`src/rtl/sync_fifo_param.sv`:
```
// Synchronous FIFO for entropy-coded words, parametrised in width, depth and read mode.
// Latency: registered mode gives data one cycle after an accepted read; FWFT mode shows the head word once the FIFO is non-empty.
// Backpressure: writes are dropped while full (overflow sticks), reads ignored while empty (underflow sticks); almost_full warns early.
module sync_fifo_param #(
    parameter int DATA_W   = 32,
    parameter int DEPTH    = 16,
    parameter int AFULL_TH = DEPTH - 2,
    parameter bit FWFT     = 1'b0,
    localparam int CW      = $clog2(DEPTH) + 1
) (
    input  logic              clk,
    input  logic              rst_n,
    input  logic              flush,
    input  logic              write_enable,
    input  logic [DATA_W-1:0] write_data,
    input  logic              read_req,
    output logic [DATA_W-1:0] read_data,
    output logic              rdata_valid,
    output logic              fifo_empty,
    output logic              fifo_full,
    output logic              almost_full,
    output logic [CW-1:0]     count,
    output logic              overflow,
    output logic              underflow
);

    localparam int AW = CW - 1;

    logic [DATA_W-1:0] mem_q [DEPTH];
    logic [CW-1:0]     wr_ptr_q, wr_ptr_d;
    logic [CW-1:0]     rd_ptr_q, rd_ptr_d;
    logic              ovf_q, ovf_d;
    logic              unf_q, unf_d;
    logic [AW-1:0]     wr_addr, rd_addr;
    logic              wr_acc, rd_acc;

    assign wr_addr = wr_ptr_q[AW-1:0];
    assign rd_addr = rd_ptr_q[AW-1:0];

    // Status comes from the pointer registers only, so no input reaches these outputs combinationally.
    assign fifo_empty  = (wr_ptr_q == rd_ptr_q);
    assign fifo_full   = (wr_addr == rd_addr) && (wr_ptr_q[AW] != rd_ptr_q[AW]);
    assign count       = wr_ptr_q - rd_ptr_q;
    assign almost_full = (count >= CW'(AFULL_TH));
    assign overflow    = ovf_q;
    assign underflow   = unf_q;

    // Flush wins over any access in the same cycle; a full FIFO never passes a write through a read.
    assign wr_acc = write_enable && !fifo_full && !flush;
    assign rd_acc = read_req && !fifo_empty && !flush;

    // Next pointers and sticky error flags.
    always_comb begin
        wr_ptr_d = wr_ptr_q;
        rd_ptr_d = rd_ptr_q;
        ovf_d    = ovf_q;
        unf_d    = unf_q;
        if (flush) begin
            wr_ptr_d = '0;
            rd_ptr_d = '0;
            ovf_d    = 1'b0;
            unf_d    = 1'b0;
        end else begin
            if (wr_acc) wr_ptr_d = wr_ptr_q + CW'(1);
            if (rd_acc) rd_ptr_d = rd_ptr_q + CW'(1);
            if (write_enable && fifo_full) ovf_d = 1'b1;
            if (read_req && fifo_empty)    unf_d = 1'b1;
        end
    end

    // Pointer and flag registers.
    always_ff @(posedge clk or negedge rst_n) begin
        if (!rst_n) begin
            wr_ptr_q <= '0;
            rd_ptr_q <= '0;
            ovf_q    <= 1'b0;
            unf_q    <= 1'b0;
        end else begin
            wr_ptr_q <= wr_ptr_d;
            rd_ptr_q <= rd_ptr_d;
            ovf_q    <= ovf_d;
            unf_q    <= unf_d;
        end
    end

    // Storage array; contents need no reset since the pointers define validity.
    always_ff @(posedge clk) begin
        if (wr_acc) mem_q[wr_addr] <= write_data;
    end

    generate
        if (FWFT) begin : g_fwft
            logic [DATA_W-1:0] head_q, head_d;
            logic [AW-1:0]     rd_addr_nxt;

            assign rd_addr_nxt = rd_addr + AW'(1);

            // The head register mirrors the oldest word; it is refilled from the array on a pop,
            // or straight from write_data when the incoming word becomes the new head.
            always_comb begin
                head_d = head_q;
                if (rd_acc) begin
                    if (count > CW'(1))  head_d = mem_q[rd_addr_nxt];
                    else if (wr_acc)     head_d = write_data;
                end else if (fifo_empty && wr_acc) begin
                    head_d = write_data;
                end
            end

            // Head word register.
            always_ff @(posedge clk or negedge rst_n) begin
                if (!rst_n) head_q <= '0;
                else        head_q <= head_d;
            end

            assign read_data   = head_q;
            assign rdata_valid = !fifo_empty;
        end else begin : g_reg
            logic [DATA_W-1:0] rdata_q, rdata_d;
            logic              rvld_q, rvld_d;

            // An accepted read captures the head; the valid pulse lasts exactly one cycle.
            always_comb begin
                rdata_d = rdata_q;
                rvld_d  = 1'b0;
                if (rd_acc) begin
                    rdata_d = mem_q[rd_addr];
                    rvld_d  = 1'b1;
                end
            end

            // Read output registers; flush clears only the valid bit.
            always_ff @(posedge clk or negedge rst_n) begin
                if (!rst_n) begin
                    rdata_q <= '0;
                    rvld_q  <= 1'b0;
                end else begin
                    rdata_q <= rdata_d;
                    rvld_q  <= rvld_d;
                end
            end

            assign read_data   = rdata_q;
            assign rdata_valid = rvld_q;
        end
    endgenerate

endmodule

```
`config.mk`:
```
export PLATFORM = sky130hd
export DESIGN_NAME = sync_fifo_param
export DESIGN_NICKNAME = d
export VERILOG_FILES = /design/src/rtl/sync_fifo_param.sv
export SDC_FILE = /design/constraint.sdc
export NUM_CORES = 1
export LEC_CHECK = 0
export ABC_CLOCK_PERIOD_IN_PS = 11330
export CORE_AREA = 5 5 209 211
export CTS_BUF_LIST = sky130_fd_sc_hd__clkbuf_8 sky130_fd_sc_hd__clkbuf_16
export CTS_CLUSTER_SIZE = 20
export DETAILED_ROUTE_END_ITERATION = 6
export DIE_AREA = 0 0 214 216
export DONT_BUFFER_PORTS = 1
export PLACE_DENSITY_LB_ADDON = 0.2
export SLEW_MARGIN = 30
export SYNTH_ARGS = -nofsm -noshare
export SYNTH_HDL_FRONTEND = slang
export SYNTH_SLANG_ARGS = --single-unit
```
`constraint.sdc`:
```
create_clock -name clk -period 11.33 [get_ports clk]
set_input_delay 0.5665 -clock clk [delete_from_list [all_inputs] [get_ports clk]]
set_output_delay 0.5665 -clock clk [all_outputs]
set_load 0.05 [all_outputs]
```
==> impl_results.md, run 1 <==
- FP Rows: 75
- Violation count after the first detailed-routing iteration: about 810
- Final worst setup slack: 7020 ps
- Unrepaired setup endpoints after global routing: false
- Largest net degree at the start of global routing: 77
- Register area share after synthesis: 0.762
- Ratio of cells with drive above 1 in the final layout: 0.136
- Die Span X: 214 um
- Syn nets: between 1000 and 1500
- Initial antenna violation count: 0
- Initial core utilization: 0.521
- Tot GR Track Use: 0.201
- Worst skew pair latency: about 600 ps
- Drt first pass iters: 5
- Ys flop type: edfxtp_1
- Switching power: about 1300 uW
- Total of max-cap violations: 0
- CP max-delay cell: o31ai_2
- Worst Setup Start Kind: register
- Ys async rst share: 0.0808
- Peak VDD IR: between 0.00015 and 0.0002 V
- Multi-input logic area: approximately 4800 sq um
- Crit path kind: register to primary output
- Mean post-synth cell area: 18.4 sq um
- P_leak: roughly 0.0078 uW
- Worst slew pin tran: 1020 ps
- Port Buffer Count: 0
- P per Cell Area: just over 200 nW/um^2
- Status: finished clean
- ANT cells: 0
- Vias in the first global route: around 11000
- Setup TNS: 0 ps
- CP cell instances: ha_1, inv_1, fa_1, xor2_2, nand2_1, o31ai_2
- Hold WC Path Type: input port to register
- Layout area overhead: 12.3%
- DIE AREA: 46200 sq um
- Rel. slew slack: 0.315
- Final setup vio count: 0
- GRT Residual Overflow: 0
- WP buf/inv: 1
- Max H-tree Level: 2
- CP max stage delay: ~840 ps
- Fin nets: 1242
- CTS buffer count: 55
- Worst EP required: 10760 ps
- Cell count after synthesis: 1176
- Total power: slightly below 5000 uW
- Die span in y: approximately 220 um
- Cell Count, Final, Fillers Out: about 1800
- Clock sink count: about 560
- Post-placement cell count: about 1700
- Reg clk slew, reported paths: approximately 60 ps
- Post-place setup slack: about 7200 ps
- CTS tree: done
- Placer Congestion: between 0.7 and 0.8
- Yosys cell types: 48
- Period utilization: 0.381
- Global-route wire length before repair: between 60000 and 70000 um
- Pins Over Slew Limit: 0
- Sw frac: 0.271
- Synth Cell Area: around 22000 sq um
- CTS Buffer Depth: 3
- Synth warn: 0
- Post-DP HPWL: about 28000 um
- Final Hold Viols: 0
- Minimum clock period: about 4300 ps
- Achievable Freq: between 200 and 250 MHz
- Fillers: slightly above 3000
- Routed length per instance: about 26 um
- Seq pwr share: 0.529
- Vias post-DR: ~11000
- Post-synth EDFFs: 512
- WP data arrival: roughly 3800 ps
- Register Area: roughly 17000 sq um
- CP Max Fanout: 32
- Delay-heaviest family, CP: compound AO/OA/AOI/OAI gates
- I/O pins: 80
- P_int: approximately 3600 uW
- DR vias/cell: roughly 6.0
- Yosys reg bits: between 500 and 600
- Total Wirelength: about 46000 um
- DRC Markers: 0
- Clock Skew: 19.8 ps
- DRT antenna net count: 0
- Core footprint: 41600 sq um
- Clk pwr share: 0.357
- Critical Path Sink Type: primary output
- CTS root buffer: clkbuf_16
- Logic gate share of total power: 0.114
-- layer usage --
metal | track usage | part of all wire | vias to the layer above
li1 | - | - | 4754
met1 | 0.295 | 0.45 | 5507
met2 | 0.311 | 0.47 | 288
met3 | 0.0535 | 0.074 | 56
met4 | 0.0369 | 0.013 | 0
met5 | 0 | 0 | -
-- power groups by stage --
stage / sequential, uW / combinational (uW) / clock (uW)
3_5_place_dp: 2650 / 559 / 0
3_3_place_gp: 2650 / 549 / 0
4_1_cts: 2600 / 566 / 1790
5_1_grt: 2610 / 606 / 1880
6_report: 2600 / 558 / 1750
2_1_floorplan: 2600 / 507 / 0
-- placed cells by master (no fill, tap or decap), types with 3 or more instances in the layout --
| cell type | count |
|---|---|
| edfxtp_1 | 512 |
| mux2i_1 | 162 |
| o22ai_1 | 96 |
| nor2_1 | 78 |
| clkbuf_16 | 56 |
| dfrtp_1 | 41 |
| a211o_1 | 32 |
| a31oi_1 | 32 |
| mux2_1 | 30 |
| mux4_2 | 28 |
| inv_1 | 26 |
| buf_16 | 14 |
| clkinv_2 | 13 |
| nor2_4 | 12 |
| buf_4 | 11 |
| ha_1 | 9 |
| xnor2_1 | 8 |
| nand2_1 | 7 |
| clkinv_1 | 7 |
| clkbuf_8 | 7 |
| a21oi_1 | 4 |
| o21ai_0 | 4 |
| nor3_2 | 4 |
| mux4_1 | 4 |
| a211oi_1 | 3 |
| bufinv_16 | 3 |
| dfrtp_2 | 3 |
-- worst register-to-register path, stage by stage, from the launching register on --
cell,delay (ps)
dfrtp_2,340
buf_4,490
inv_1,190
ha_1,340
and4_1,270
a211oi_1,650
nand2_1,410
nor3_2,570
buf_4,520
-- path summary, 6_finish.rpt --
kind / startpoint / to / slack [ps] / cells after the start
setup / recovery: rd_ptr_q[0] / almost_full / 7020 / 6
hold / removal: flush / rd_ptr_q[2] / 40 / 1
setup reg to reg: rd_ptr_q[1] / mem_q[3][26] / 7210 / 8
hold reg to reg: rd_ptr_q[4] / rd_ptr_q[4] / 630 / 2
max in group asynchronous: rst_n / rd_ptr_q[0] / 10490 / 2
min in group asynchronous: rst_n / read_data[5] / 550 / 2
-- sequential cells by signal, indices dropped and copies added (netlist names) --
name	cells
mem_q	512
read_data	32
rd_ptr_q	5
wr_ptr_q	5
overflow	1
rdata_valid	1
underflow	1
-- cells in the mapped netlist (all sizes together), types with 2 or more instances --
cell    count  area (sq um)
buf        42           357
a211o      32           280
edfxtp    512         15400
xor2        3          33.8
o22ai      96           601
dfrtp      45          1130
mux2       32           360
o21ai       4          20.0
a21oi       4          20.0
mux2i     162          1620
clkbuf     25           104
a31oi      32           200
inv        12          45.0
nor2       90           338
mux4       32           736
nor3        4          20.0
ha          9           113
a211oi      4          35.0
xnor2       8          70.1
nand3       2          10.0
nand3b      2          15.0
nand2b      3          18.8
nand2       7          26.3
-- cell type report --
cell class	instances	area share
clock buffers	63	0.0616
clock inverters	40	0.0110
inverters	12	0.00185
multi-input cells	540	0.197
flip-flops and latches	557	0.679
well taps	539	0.0278
repair buffers	29	0.0217
-- what timing repair did --
item,CTS,global route
hold endpoints to repair,45,0
setup endpoints to repair,0,0
resized for setup,0,0
setup buffers,0,0
hold buffers,2,0
-- metrics by stage --
stage / util / area (sq um) / hold WS [ps]
2_1_floorplan: - / 21600 / 271
3_3_place_gp: 0.532 / 22100 / 272
3_5_place_dp: 0.541 / 22500 / 272
4_1_cts: 0.584 / 24300 / 4.16
5_1_grt: 0.585 / 24300 / 7.84
6_report: 0.585 / 24300 / 37.3
-- logic make-up after synthesis --
family	count (synthesis)	synth area share
AO/OA/AOI/OAI	178	0.0558
XOR/XNOR	11	0.00480
adder cells (fa/ha/maj)	10	0.00613
buffers and inverters	79	0.0234
flip-flops	557	0.762
multiplexers	226	0.126
AND/OR/NAND/NOR	115	0.0221
Note: power is estimated with default switching activity, not from simulation.
==> inputs of run 2 (changes only) <==
ABC_CLOCK_PERIOD_IN_PS = 4000   (was 11330)
clock period = 4 ns   (was 11.33 ns; I/O delays follow)
==> impl_results.md, run 2 (same netlist as run 1, synthesis figures left out) <==
- Die span in y: 216 um (unchanged)
- Hold WC Path Type: input port to register
- Most common cell after layout, fill and taps aside: edfxtp_1
- Placed cell area: 22400 sq um (-0.38%)
- Post-CTS Setup Bufs: 0 (unchanged)
- Worst EP required: 4290 ps (-6470 ps)
- CTS buffer count: 55 (unchanged)
- Achievable Freq: 296 MHz
- Area of all placed cells without fillers: 24500 sq um (+1.0%)
- Vias in the first global route: 10940 (+1.7%)
- Vias post-DR: 10851 (+2.3%)
- Reg clk slew, reported paths: 60 ps (about the same)
- Hold path cells: 3 (+2)
- Fillers: 3090 (+1.3%)
- Min-delay src: read_req
- ANT cells: 0 (unchanged)
- I/O pins: 80 (unchanged)
- Largest net degree at the start of global routing: 125 (+62%)
- Clock sink count: 557 (unchanged)
- CTS tree: done
- Worst Setup Start Kind: register
- Minimum clock period: around 3400 ps
- Setup TNS: 0 ps (unchanged)
- Status: finished clean
- Tot GR Track Use: 0.203 (+0.00249)
- Peak VDD IR: 0.000342 V (+120%)
- Hold endpoint: rdata_valid
- DR vias/cell: 5.94 (-0.26%)
- Setup slack, reg-to-reg: 620 ps (-6590 ps)
- CP Max Fanout: 22 (-31%)
- Largest register FFs: 512 (unchanged)
- Routed length per instance: 25.9 um (-0.81%)
- Final Hold Viols: 0 (unchanged)
- P_leak: 0.00788 uW (+1.1%)
- Worst slew pin tran: 991 ps (-30.6 ps)
- Critical Path Sink Type: register
- Total Wirelength: 47200 um (+1.7%)
- Crit path kind: register to register
- P per Cell Area: 571 nW/um^2 (+180%)
- Pins Over Slew Limit: 0 (unchanged)
- Unrepaired setup endpoints after global routing: false
- Clk pwr share: 0.356 (about the same)
- Clock Skew: 21.9 ps (+2.05 ps)
- Initial core utilization: 0.521 (unchanged)
- Sw frac: 0.274 (+0.00283)
- Fin nets: 1289 (+3.8%)
- Reg-to-reg critical path startpoint: wr_ptr_q[3]
- DRT antenna net count: 0 (unchanged)
- Register-to-Register Path Depth: 6 (-2)
- FP Rows: 75 (unchanged)
- Logic gate share of total power: 0.124 (+0.010)
- P_int: 10200 uW (+180%)
- DIE AREA: 46200 sq um (unchanged)
- Layout area overhead: 13.4%
- GRT Residual Overflow: 0 (unchanged)
- Global-route wire length before repair: 70800 um (+1.2%)
- Placer Congestion: 0.780 (+3.0%)
- Most frequent cells in the layout: edfxtp_1 (512), mux2i_1 (162), o22ai_1 (96)
- Switching power: 3840 uW (+190%)
- CTS root buffer: clkbuf_16
- Period utilization: 0.846
- Biggest register: mem_q
- Ratio of cells with drive above 1 in the final layout: 0.135 (-0.000982)
- DRC Markers: 0 (unchanged)
- Gates resized, CTS repair: 0 (unchanged)
- Post-DP HPWL: 26700 um (-3.9%)
- Violation count after the first detailed-routing iteration: 931 (+16%)
- Drt first pass iters: 5 (unchanged)
- CTS Buffer Depth: 3 (unchanged)
- Die Span X: 214 um (unchanged)
- Final setup vio count: 0 (unchanged)
- Total of max-cap violations: 0 (unchanged)
- Core footprint: 41600 sq um (unchanged)
- Max H-tree Level: 2 (unchanged)
- Rel. slew slack: 0.339 (+0.0245)
- Port Buffer Count: 0 (unchanged)
- Initial antenna violation count: 0 (unchanged)
- Worst skew pair latency: 610 ps (about the same)
- WP data arrival: 3670 ps (-80 ps)
- Seq pwr share: 0.520 (-0.009)
- RR Endpoint: mem_q[5][30]
==> run 2: cell types whose count changed in the layout (fill, tap and decap cells not counted), moves of 2 or more <==
cell           delta
buf_12            +5
buf_16           -13
buf_4            +21
buf_8             -2
bufinv_16         +2
clkbuf_8          -5
clkinv_1          +4
clkinv_2          -6
clkinvlp_4        +4
dlygate4sd3_1    +36
nor3_2            -4
nor3_4            +4
==> run 2: cell type report <==
class / count / area [sq um] / area share
Inverter: 12 / 45.0 / 0.00184
Clock inverter: 45 / 358 / 0.0146
Sequential cell: 557 / 16500 / 0.673
Clock buffer: 57 / 1400 / 0.0572
Timing Repair Buffer: 76 / 758 / 0.0309
Tap cell: 539 / 674 / 0.0275
Multi-Input combinational cell: 540 / 4800 / 0.195
==> run 2: stage by stage <==
stage	power, uW	hold slack (ps)	worst slack (ps)	util	cells
after global routing	14500	54.9	434	0.590	1826
after CTS	14100	15.3	670	0.590	1826
after detailed placement	9040	-94.2	690	0.538	1686
final	14000	50.8	617	0.590	1826
after global placement	9020	-94.1	764	0.538	1686
after floorplan	8790	-95.6	67.0	-	1176
==> run 2: critical path, stage by stage (launching register included) <==
cell      delay (ps)
dfrtp_1          690
ha_1             380
and4_1           280
a211oi_1         560
nand2_1          390
nor2_4           490
buf_12           260
==> run 2: worst max-delay path by stage <==
stage                   end  slack, ps        start
2_1_floorplan  mem_q[15][0]         70  rd_ptr_q[3]
3_3_place_gp   mem_q[7][26]        760  wr_ptr_q[3]
3_5_place_dp   mem_q[5][28]        690  wr_ptr_q[3]
4_1_cts         mem_q[5][0]        670  wr_ptr_q[3]
5_1_grt        mem_q[7][30]        430  wr_ptr_q[2]
6_report       mem_q[5][30]        620  wr_ptr_q[3]
==> run 2: timing repair <==
action | 4_1_cts | 5_1_grt
hold buffers | 38 | 0
endpoints found under the hold margin | 570 | 0
setup endpoints to repair | 0 | 0
==> run 2: metal layers <==
metal,track usage,share of wire,vias to the layer above
met1,0.281,0.42,5613
met2,0.342,0.50,307
met5,0,0,-
li1,-,-,4850
met4,0.0502,0.020,0
met3,0.0357,0.055,81
==> run 2: power by group through the flow <==
stage | Sequential [uW] | Combinational (uW) | Clock [uW]
2_1_floorplan | 7350 | 1440 | 0
3_3_place_gp | 7410 | 1610 | 0
3_5_place_dp | 7420 | 1620 | 0
4_1_cts | 7290 | 1750 | 5090
5_1_grt | 7310 | 1880 | 5350
6_report | 7280 | 1740 | 4990
